==> config.mk <==
export PLATFORM = sky130hd
export DESIGN_NAME = fetch_sequencer
export DESIGN_NICKNAME = d
export VERILOG_FILES = /design/src/rtl/fetch_sequencer.sv
export SDC_FILE = /design/constraint.sdc
export NUM_CORES = 1
export LEC_CHECK = 0
export ABC_AREA = 1
export CORE_ASPECT_RATIO = 1.1
export CORE_MARGIN = 2
export CORE_UTILIZATION = 40
export CTS_BUF_LIST = sky130_fd_sc_hd__clkbuf_4
export DETAILED_ROUTE_END_ITERATION = 7
export GPL_TIMING_DRIVEN = 1
export PLACE_DENSITY = 0.76
export SKIP_LAST_GASP = 1
export SLEW_MARGIN = 20
export SYNTH_ARGS = -nofsm -noshare
export SYNTH_HDL_FRONTEND = slang
export SYNTH_SLANG_ARGS = --single-unit
export TNS_END_PERCENT = 1
==> constraint.sdc <==
create_clock -name clock -period 2.15 [get_ports clock]
set_input_delay 0.645 -clock clock [delete_from_list [all_inputs] [get_ports clock]]
set_output_delay 0.645 -clock clock [all_outputs]
set_load 0.005 [all_outputs]
==> src/rtl/fetch_sequencer.sv <==
// fetch_sequencer: fetch side of the multicycle CPU, driven by the five one-hot
// phase strobes. It owns the PC and IR, fetches at p1, retires at p5 (where it
// applies branch redirects or halts on HLT), and faults on illegal phase patterns.
//
// Ports:
//   clock, reset          system clock, asynchronous active-high reset
//   p1..p5                phase strobes from the phase counter
//   imem_rdata            instruction memory read data for imem_addr
//   branch_taken/target   redirect request from execute, sampled at p5
//   restart               single-cycle pulse that leaves HALTED
//   imem_addr             instruction fetch address (combinational copy of pc)
//   pc, ir                program counter, instruction register
//   instr_valid           set by the first IR capture after reset
//   halted                high while halted on HLT
//   phase_err             sticky phase-sequence fault
//   retire_count          retired instructions, wraps modulo 2^CNT_W
module fetch_sequencer #(
    parameter int unsigned ADDR_W     = 16,
    parameter int unsigned INSTR_W    = 16,
    parameter logic [ADDR_W-1:0]  RESET_PC   = '0,
    parameter logic [INSTR_W-1:0] HALT_MASK  = INSTR_W'(16'hC0F0),
    parameter logic [INSTR_W-1:0] HALT_MATCH = INSTR_W'(16'hC0F0),
    parameter int unsigned CNT_W      = 16
) (
    input  logic               clock,
    input  logic               reset,
    input  logic               p1,
    input  logic               p2,
    input  logic               p3,
    input  logic               p4,
    input  logic               p5,
    input  logic [INSTR_W-1:0] imem_rdata,
    input  logic               branch_taken,
    input  logic [ADDR_W-1:0]  branch_target,
    input  logic               restart,
    output logic [ADDR_W-1:0]  imem_addr,
    output logic [ADDR_W-1:0]  pc,
    output logic [INSTR_W-1:0] ir,
    output logic               instr_valid,
    output logic               halted,
    output logic               phase_err,
    output logic [CNT_W-1:0]   retire_count
);

    localparam int unsigned PH_W = 5;

    localparam logic [1:0] ST_SYNC   = 2'd0;
    localparam logic [1:0] ST_RUN    = 2'd1;
    localparam logic [1:0] ST_HALTED = 2'd2;
    localparam logic [1:0] ST_FAULT  = 2'd3;

    localparam logic [PH_W-1:0] PH_P1 = 5'b00001;
    localparam logic [PH_W-1:0] PH_P2 = 5'b00010;
    localparam logic [PH_W-1:0] PH_P5 = 5'b10000;

    logic [1:0]         state_q, state_d;
    logic [PH_W-1:0]    exp_q, exp_d;
    logic [ADDR_W-1:0]  pc_d;
    logic [INSTR_W-1:0] ir_d;
    logic               instr_valid_d;
    logic               halted_d;
    logic               phase_err_d;
    logic [CNT_W-1:0]   retire_count_d;

    logic [PH_W-1:0]    ph;
    logic               ph_onehot;
    logic               halt_hit;

    assign ph        = {p5, p4, p3, p2, p1};
    // Clearing the lowest set bit leaves zero only for a single-bit vector.
    assign ph_onehot = (ph != '0) && ((ph & (ph - PH_W'(1))) == '0);
    assign halt_hit  = (ir & HALT_MASK) == HALT_MATCH;
    assign imem_addr = pc;

    // Next-state and register-update logic.
    always_comb begin
        state_d        = state_q;
        exp_d          = exp_q;
        pc_d           = pc;
        ir_d           = ir;
        instr_valid_d  = instr_valid;
        halted_d       = halted;
        phase_err_d    = phase_err;
        retire_count_d = retire_count;

        case (state_q)
            ST_SYNC: begin
                // Only a clean p1 synchronises; anything else is ignored.
                if (ph == PH_P1) begin
                    ir_d          = imem_rdata;
                    pc_d          = pc + ADDR_W'(1);
                    instr_valid_d = 1'b1;
                    state_d       = ST_RUN;
                    exp_d         = PH_P2;
                end
            end
            ST_RUN: begin
                if (!ph_onehot || (ph != exp_q)) begin
                    state_d     = ST_FAULT;
                    phase_err_d = 1'b1;
                end else begin
                    if (ph == PH_P1) begin
                        ir_d          = imem_rdata;
                        pc_d          = pc + ADDR_W'(1);
                        instr_valid_d = 1'b1;
                    end
                    if (ph == PH_P5) begin
                        retire_count_d = retire_count + CNT_W'(1);
                        // HLT wins over a simultaneous branch; pc stays at fetch+1.
                        if (halt_hit) begin
                            state_d  = ST_HALTED;
                            halted_d = 1'b1;
                        end else if (branch_taken) begin
                            pc_d = branch_target;
                        end
                    end
                    exp_d = {exp_q[PH_W-2:0], exp_q[PH_W-1]};
                end
            end
            ST_HALTED: begin
                // Restart only re-arms synchronisation; no fetch this cycle.
                if (restart) begin
                    halted_d = 1'b0;
                    state_d  = ST_SYNC;
                    exp_d    = PH_P1;
                end
            end
            default: begin
                // Fault: everything frozen until reset.
                phase_err_d = 1'b1;
            end
        endcase
    end

    // State and output registers.
    always_ff @(posedge clock or posedge reset) begin
        if (reset) begin
            state_q      <= ST_SYNC;
            exp_q        <= PH_P1;
            pc           <= RESET_PC;
            ir           <= '0;
            instr_valid  <= 1'b0;
            halted       <= 1'b0;
            phase_err    <= 1'b0;
            retire_count <= '0;
        end else begin
            state_q      <= state_d;
            exp_q        <= exp_d;
            pc           <= pc_d;
            ir           <= ir_d;
            instr_valid  <= instr_valid_d;
            halted       <= halted_d;
            phase_err    <= phase_err_d;
            retire_count <= retire_count_d;
        end
    end

endmodule

# Word level (Yosys, flattened, before mapping)
# Cells that the tools add are included.
[word_totals] input_bits=41 word_cells=73 output_inout_bits=67 reg_bits=58
[classes] mux=29 n_eq_ne=14 n_reduce_logical=16 add_sub_neg=3 n_bitwise=3
[ops] cell="$mux 16" count=7
[ops] cell="$pmux 16 s2" count=2
[ops] cell="$add 16x1->16 const B" count=2
[ops] cell="$mux 5" count=3
[ops] cell="$pmux 5 s3" count=1
[ops] cell="$ne 2x2->1 const B" count=6
[ops] cell="$mux 2" count=5
[ops] cell="$reduce_and 5->1" count=2
[ops] cell="$mux 1" count=7
[ops] cell="$eq 6x6->1 const B" count=1
[ops] cell="$ne 3x3->1 const B" count=2
[ops] cell="$pmux 1 s2" count=3
[ops] cell="$pmux 2 s3" count=1
[ops] cell="$and 5x5->5" count=1
[ops] cell="$eq 5x1->1 const B" count=1
[ops] cell="$eq 5x5->1 const B" count=1
[ops] cell="$logic_not 5->1" count=1
[ops] cell="$ne 5x5->1" count=1
[ops] cell="$reduce_bool 5->1" count=1
[ops] cell="$sub 5x1->5 const B" count=1
[ops] cell="$reduce_and 2->1" count=2
[ops] cell="$reduce_and 4->1" count=1
[ops] cell="$reduce_bool 2->1" count=2
[ops] cell="$reduce_and 3->1" count=1
[ops] cell="other kinds (9)" count=10

# Longest topological paths before layout
# Gate-level depths: netlist of run 1.
[logic_depth] depth_word=8 ltp_mapped=11

# Least setup slack after synthesis of run 1
# Ideal clock, no wire load.
[synth_path] kind="input to register" start="input p1" end="register pc[9], in the netlist imem_addr[9]" arrival_ns=1.610 cell_stages=8 required_ns=2.033 path_buffers=1 path_slack_ns=0.423 cell_sequence="nor2_2 nand3_4 nor2_4 nand3_4 buf_6 or2_0 nand3_1 nand2_1"
[synth_between] elab_chain_cells=8 elab_cells_between_ends=18 classes_between="add/sub (1); eq/ne (4); mux (6); bitwise (1); reduce/logical (6)"
[synth_lines] element="from (decl)" line_no="27" source="input logic p1,"
[synth_lines] element="$sub 5x1->5" line_no="71" source="assign ph_onehot = (ph != '0) && ((ph & (ph - PH_W'(1))) == '0);"
[synth_lines] element="$and 5x5->5" line_no="71"
[synth_lines] element="$logic_not 5->1" line_no="71"
[synth_lines] element="$logic_and 1x1->1" line_no="71"
[synth_lines] element="$logic_not 1->1" line_no="98" source="if (!ph_onehot || (ph != exp_q)) begin"
[synth_lines] element="$logic_or 1x1->1" line_no="98"
[synth_lines] element="$ne 2x2->1 (no line)"
[synth_lines] element="$reduce_and 2->1 (no line)"
[synth_lines] element="to (signal assigned)" line_no="149" source="pc <= pc_d;"
[synth_lines] element="to (decl)" line_no="37" source="output logic [ADDR_W-1:0] pc,"
# Parallel ways exist; a longest one is shown, timed or not. The select of a mux whose other input is x is not followed.
# A chain may end at the register's enable or synchronous reset.

# Worst setup path in the final report of run 1
[layout_path] start="register pc[0], in the netlist imem_addr[0]" end="output pc[0]"
# No word-level cell between the ends.

==> impl_metrics.env, run 1 <==
export IMPL_slew_violations=0
export IMPL_cts_sinks=58
export IMPL_worstSkewPairLatency_ns=0.42
export IMPL_grt_pass1_vias=3506
export IMPL_synth_compound_area_share_pct=3.328
export IMPL_gp_congestion=0.8549
export IMPL_ys_top_cells_by_area="dfrtp_1, nand2_1, nand3_1"
export IMPL_synth_xor_area_share_pct=4.278
export IMPL_cp_arrival_ns=1.46
export IMPL_start_util_pct=41.32
export IMPL_yosysTopAreaCell="dfrtp_1"
export IMPL_worst_path_buf_inv=1
export IMPL_synth_adder_area_share_pct=1.698
export IMPL_area_delta_synth_final_pct=37.52
export IMPL_antenna_cells=0
export IMPL_synth_area_per_cell_um2=7.225
export IMPL_tightest_slew_ns=0.4326
export IMPL_worst_ep_required_time_ns=1.50
export IMPL_rsz0062_at_grt="true"
export IMPL_crit_type="reg2out"
export IMPL_setup_viol=0
export IMPL_status="complete, no violations"
export IMPL_root_buffer="clkbuf_4"
export IMPL_critPathTopFamily="buffers and inverters"
export IMPL_synth_nets=556
export IMPL_cp_start_kind="flop"
export IMPL_fin_worst_skew_ns=0.01902
export IMPL_synth_area_mux_share_pct=0
export IMPL_die_area_um2=9997
export IMPL_ir_drop_mv=0.4453
export IMPL_cts_setup_buffers=0
export IMPL_hold_ws_ns=0.4753
export IMPL_dr_pass1_iters=4
export IMPL_p_sw_mw=1.544
export IMPL_path_cells="clkdlybuf4s50_1"
export IMPL_cts_buffers_inserted=9
export IMPL_via_per_inst=4.870
export IMPL_synth_distinct_cells=31
export IMPL_pin_count=108
export IMPL_drive_gt1_share_pct=10.72
export IMPL_met2_length_um=4785
export IMPL_comb_power_share_pct=40.9
export IMPL_ys_ff_latch=58
export IMPL_cts_tree="done"
export IMPL_endpoint_kind="output port"
export IMPL_intPower_mw=2.611
export IMPL_yosysWarnings=0
export IMPL_antenna_found_initial=0
export IMPL_clkPwrFrac_pct=22.0
export IMPL_dieHeight_um=104.7
export IMPL_finalWirelength_um=9273
export IMPL_synth_top_family_by_area="simple AND/OR/NAND/NOR gates"
export IMPL_ant_nets=0
export IMPL_maxCapViolCount=0
export IMPL_yosys_top_cells_count="nand2_1, dfrtp_1, nand3_1"
export IMPL_synth_area_um2=3685
export IMPL_synth_top_cell_area_share_pct=38.71
export IMPL_drc=0
export IMPL_port_buffers=107
export IMPL_min_period_ns=2.105
export IMPL_fin_nets=666
export IMPL_wl_met3_um=408
export IMPL_row_count=36
export IMPL_grt_pass1_wl_um=15760
export IMPL_fmax_mhz=475.0
export IMPL_tns_ns=0
export IMPL_grt_max_degree=34
export IMPL_seq_area_frac_synth_pct=39.42
export IMPL_synth_edf_count=0
export IMPL_clk_pin_slew_ns=0.10
export IMPL_p_seq_share_pct=37.1
export IMPL_synth_cells=510
export IMPL_synth_most_common_cell="nand2_1"
export IMPL_cellPowerDensity_nw_per_um2=820.0
export IMPL_grt_usage_pct=19.83
export IMPL_synth_simple_area_share_pct=40.88
export IMPL_htree_levels=3
export IMPL_timing_final_crit_share_pct=97.91
export IMPL_cp_slowest_cell="clkdlybuf4s50_1"
export IMPL_p_sw_share_pct=37.17
export IMPL_hold_viol_final=0
export IMPL_cpPeakStageDelay_ns=0.56
export IMPL_grt_overflow=0
export IMPL_dp_final_hpwl_um=7065
export IMPL_core_um2=8919
export IMPL_p_leak_nw=2.369
export IMPL_async_flop_share_pct=100.0
export IMPL_top_layer_used="met4"
export IMPL_path_max_fanout=7
export IMPL_slew_headroom_pct=71.12
export IMPL_wl_met1_um=3900
export IMPL_min_path_type="reg2reg"
export IMPL_die_x_um=95.51
export IMPL_cts_buffer_depth=2
export IMPL_synth_flop_cell="dfrtp_1"
export IMPL_vias=3599
export IMPL_drt_iter0_markers=117
export IMPL_wl_per_cell_um=12.55
-- cells in the final DEF, fill, tap and decap left out, types with 5 or more instances in the layout --
cell type | synthesis | layout
nor3_1 | 6 | 6
nor2_1 | 27 | 27
xor2_1 | 9 | 9
nand2_2 | 6 | 6
clkdlybuf4s50_1 | 0 | 107
xnor2_1 | 9 | 9
nand2_1 | 197 | 197
nand3_1 | 57 | 57
or2_2 | 7 | 7
nand4_1 | 14 | 14
clkbuf_4 | 0 | 9
buf_12 | 0 | 5
buf_4 | 19 | 15
o21ai_0 | 14 | 14
inv_1 | 45 | 44
dfrtp_1 | 57 | 56
ha_1 | 5 | 5
-- path summary, 6_finish.rpt --
path	from	to	slack (ns)	cells after the start
worst max-delay path	imem_addr[0]$_DFFE_PP0P_	pc[0]	0.04	1
worst min register to register	phase_err$_DFFE_PP0P_	phase_err$_DFFE_PP0P_	0.48	2
max in group asynchronous	reset	imem_addr[9]$_DFFE_PP0P_	1.10	3
worst max register to register	imem_addr[0]$_DFFE_PP0P_	imem_addr[8]$_DFFE_PP0P_	0.41	8
min in group asynchronous	reset	imem_addr[6]$_DFFE_PP0P_	0.54	2
worst min-delay path	phase_err$_DFFE_PP0P_	phase_err$_DFFE_PP0P_	0.48	2
-- routing by layer --
metal / GRT usage (%) / vias up
met3: 3.172 / 15
met5: 0 / -
met4: 8.061 / 0
met1: 24.55 / 1681
li1: - / 1825
met2: 33.90 / 78
-- worst reg2reg max path, stage by stage (launching register included) --
cell     delay [ns]
dfrtp_1        0.50
ha_1           0.24
nand3_1        0.08
nor2_1         0.28
nand2_2        0.16
o21ai_0        0.18
nand3_1        0.09
nand3_1        0.09
nand2_1        0.04
-- per-stage QoR --
step	power (mW)	cell area [µm²]	worst slack, ns	std cells	utilization (%)
floorplan	2.487	3685	0.07867	510	-
finish	4.155	5067	0.04493	739	56.82
CTS	4.192	5066	0.02353	739	56.80
detailed placement	3.271	4905	-0.2938	723	54.99
global route	4.464	5067	-0.03493	739	56.82
global placement	3.226	4905	-0.2432	723	54.99
-- power by group through the flow --
stage	combinational [mW]	clock [mW]	sequential [mW]
after global routing	1.90	0.987	1.57
after detailed placement	1.71	0	1.56
after CTS	1.72	0.934	1.54
after floorplan	0.950	0	1.54
after global placement	1.67	0	1.55
final	1.70	0.914	1.54
-- registers in the layout, summed over array words and instances (netlist names) --
signal	flops
exp_q	5
imem_addr	16
halted	1
state_q	2
ir	16
retire_count	16
phase_err	1
instr_valid	1
-- layout make-up --
| cell class | instances | area, µm² |
|---|---|---|
| fillers | 824 | 3851 |
| multi-input cells | 377 | 1849 |
| flip-flops and latches | 58 | 1454 |
| repair buffers | 127 | 1284 |
| inverters | 47 | 176.4 |
| well taps | 114 | 142.6 |
| clock inverters | 7 | 93.84 |
| clock buffers | 9 | 67.56 |
-- timing repair --
item / CTS / global route
setup endpoints to repair: 0 / 18
endpoints found under the hold margin: 0 / 0
hold buffers: 0 / 0
gates resized for setup: 0 / 1
-- cells by family (layout without fill, tap and decap cells) --
group,count (synthesis),count (layout)
simple gates,331,331
buf+inv,75,190
flops,58,58
compound gates,23,23
xor+xnor,18,18
fa+ha+maj,5,5
Note: power is estimated with default switching activity, not from simulation.
==> inputs of run 2 (changes only) <==
--- a/config.mk
+++ b/config.mk
@@ -18,4 +18,4 @@
 export SYNTH_ARGS = -nofsm -noshare
 export SYNTH_HDL_FRONTEND = slang
 export SYNTH_SLANG_ARGS = --single-unit
-export TNS_END_PERCENT = 1
+export TNS_END_PERCENT = 30
==> impl_metrics.env, run 2 (synthesis results as in run 1) <==
export IMPL_cellPowerDensity_nw_per_um2=819.3
export IMPL_core_um2=8919
export IMPL_cts_tree="done"
export IMPL_fmax_mhz=476.3
export IMPL_final_util_pct=56.85
export IMPL_root_buffer="clkbuf_4"
export IMPL_grt_pass1_vias=3506
export IMPL_via_per_inst=4.846
export IMPL_dr_pass1_iters=4
export IMPL_cts_sinks=58
export IMPL_ant_nets=0
export IMPL_rsz0062_at_grt="true"
export IMPL_clk_pin_slew_ns=0.12
export IMPL_cts_buffer_depth=2
export IMPL_timing_final_crit_share_pct=97.65
export IMPL_die_area_um2=9997
export IMPL_final_cell_mix="nand2_1, clkdlybuf4s50_1, nand3_1"
export IMPL_tightest_slew_ns=0.4341
export IMPL_cp_arrival_ns=1.45
export IMPL_grt_pass1_wl_um=15760
export IMPL_ir_drop_mv=0.4441
export IMPL_tns_ns=0
export IMPL_hold_end="phase_err$_DFFE_PP0P_"
export IMPL_cts_buffers_inserted=9
export IMPL_stdcell_area_um2=5070
export IMPL_cpPeakStageDelay_ns=0.55
export IMPL_worst_path_buf_inv=1
export IMPL_min_path_type="reg2reg"
export IMPL_maxCapViolCount=0
export IMPL_pin_count=108
export IMPL_r2r_end="imem_addr[8]$_DFFE_PP0P_"
export IMPL_area_delta_synth_final_pct=37.59
export IMPL_p_leak_nw=2.366
export IMPL_final_common_cell="nand2_1"
export IMPL_drc=0
export IMPL_finalWirelength_um=9291
export IMPL_antenna_found_initial=0
export IMPL_start_util_pct=41.32
export IMPL_vias=3581
export IMPL_endpoint_kind="output port"
export IMPL_fin_nets=666
export IMPL_hold_start="phase_err$_DFFE_PP0P_"
export IMPL_slew_violations=0
export IMPL_antenna_cells=0
export IMPL_dp_final_hpwl_um=7065
export IMPL_postCtsHoldBufs=0
export IMPL_die_x_um=95.51
export IMPL_setup_viol=0
export IMPL_holdPathStages=2
export IMPL_min_period_ns=2.099
export IMPL_worst_ep_required_time_ns=1.50
export IMPL_drt_iter0_markers=98
export IMPL_critPathTopFamily="buffers and inverters"
export IMPL_worstSkewPairLatency_ns=0.42
export IMPL_grt_max_degree=34
export IMPL_rr_worst_depth=8
export IMPL_dieHeight_um=104.7
export IMPL_dpl_cell_area_um2=4905
export IMPL_fin_worst_skew_ns=0.02148
export IMPL_hold_viol_final=0
export IMPL_row_count=36
export IMPL_port_buffers=107
export IMPL_drive_gt1_share_pct=11.04
export IMPL_slew_headroom_pct=71.02
export IMPL_htree_levels=3
export IMPL_p_total_mw=4.154
export IMPL_regToRegStartpoint="imem_addr[0]$_DFFE_PP0P_"
export IMPL_rrSetupSlack_ns=0.40
export IMPL_crit_type="reg2out"
export IMPL_grt_usage_pct=19.83
export IMPL_path_max_fanout=7
export IMPL_status="complete, no violations"
export IMPL_grt_overflow=0
export IMPL_cp_start_kind="flop"
export IMPL_gp_congestion=0.8549
export IMPL_path_cells="clkdlybuf4s50_1"
export IMPL_wl_per_cell_um=12.57
export IMPL_cp_slowest_cell="clkdlybuf4s50_1"
-- run 2: through the flow --
step | hold slack [ns] | worst slack [ns] | cells
floorplan | 0.4569 | 0.07867 | 510
global placement | 0.4489 | -0.2432 | 723
detailed placement | 0.4579 | -0.2938 | 723
CTS | 0.4875 | 0.02353 | 739
global route | 0.5109 | -0.02358 | 739
finish | 0.4753 | 0.05051 | 739
-- run 2: layer usage --
metal  up-vias  track usage (%)  part of all wire, %
met4         0            8.061                 0.84
met5         -                0                    0
li1       1828                -                    -
met3         6            3.172                  4.5
met2        84            33.90                   53
met1      1663            24.55                   42
-- run 2: layout make-up --
cell class	instances	area [µm²]
inverters	47	176.4
clock buffers	9	67.56
multi-input cells	377	1849
well taps	114	142.6
flip-flops and latches	58	1456
clock inverters	7	93.84
repair buffers	127	1284
fillers	822	3849
-- run 2: worst max-delay path by stage --
stage / cells after the start / slack (ns) / startpoint / end
floorplan: 1 / 0.08 / reset / exp_q[1]$_DFFE_PP0P_
global placement: 9 / -0.24 / p1 / imem_addr[0]$_DFFE_PP0P_
detailed placement: 9 / -0.29 / p1 / retire_count[5]$_DFFE_PP0P_
CTS: 1 / 0.02 / imem_addr[11]$_DFFE_PP0P_ / imem_addr[11]
global route: 9 / -0.02 / p1 / ir[12]$_DFFE_PP0P_
finish: 1 / 0.05 / retire_count[9]$_DFFE_PP0P_ / retire_count[9]
-- run 2: where the power goes --
| group | internal (mW) | switching (mW) | total [mW] |
|---|---|---|---|
| logic | 0.820 | 0.881 | 1.70 |
| registers | 1.32 | 0.219 | 1.54 |
| clock network | 0.468 | 0.442 | 0.910 |
-- run 2: repair_timing --
item | 4_1_cts | 5_1_grt
buffers inserted | 0 | 0
setup endpoints to repair | 0 | 18
resized for setup | 0 | 3
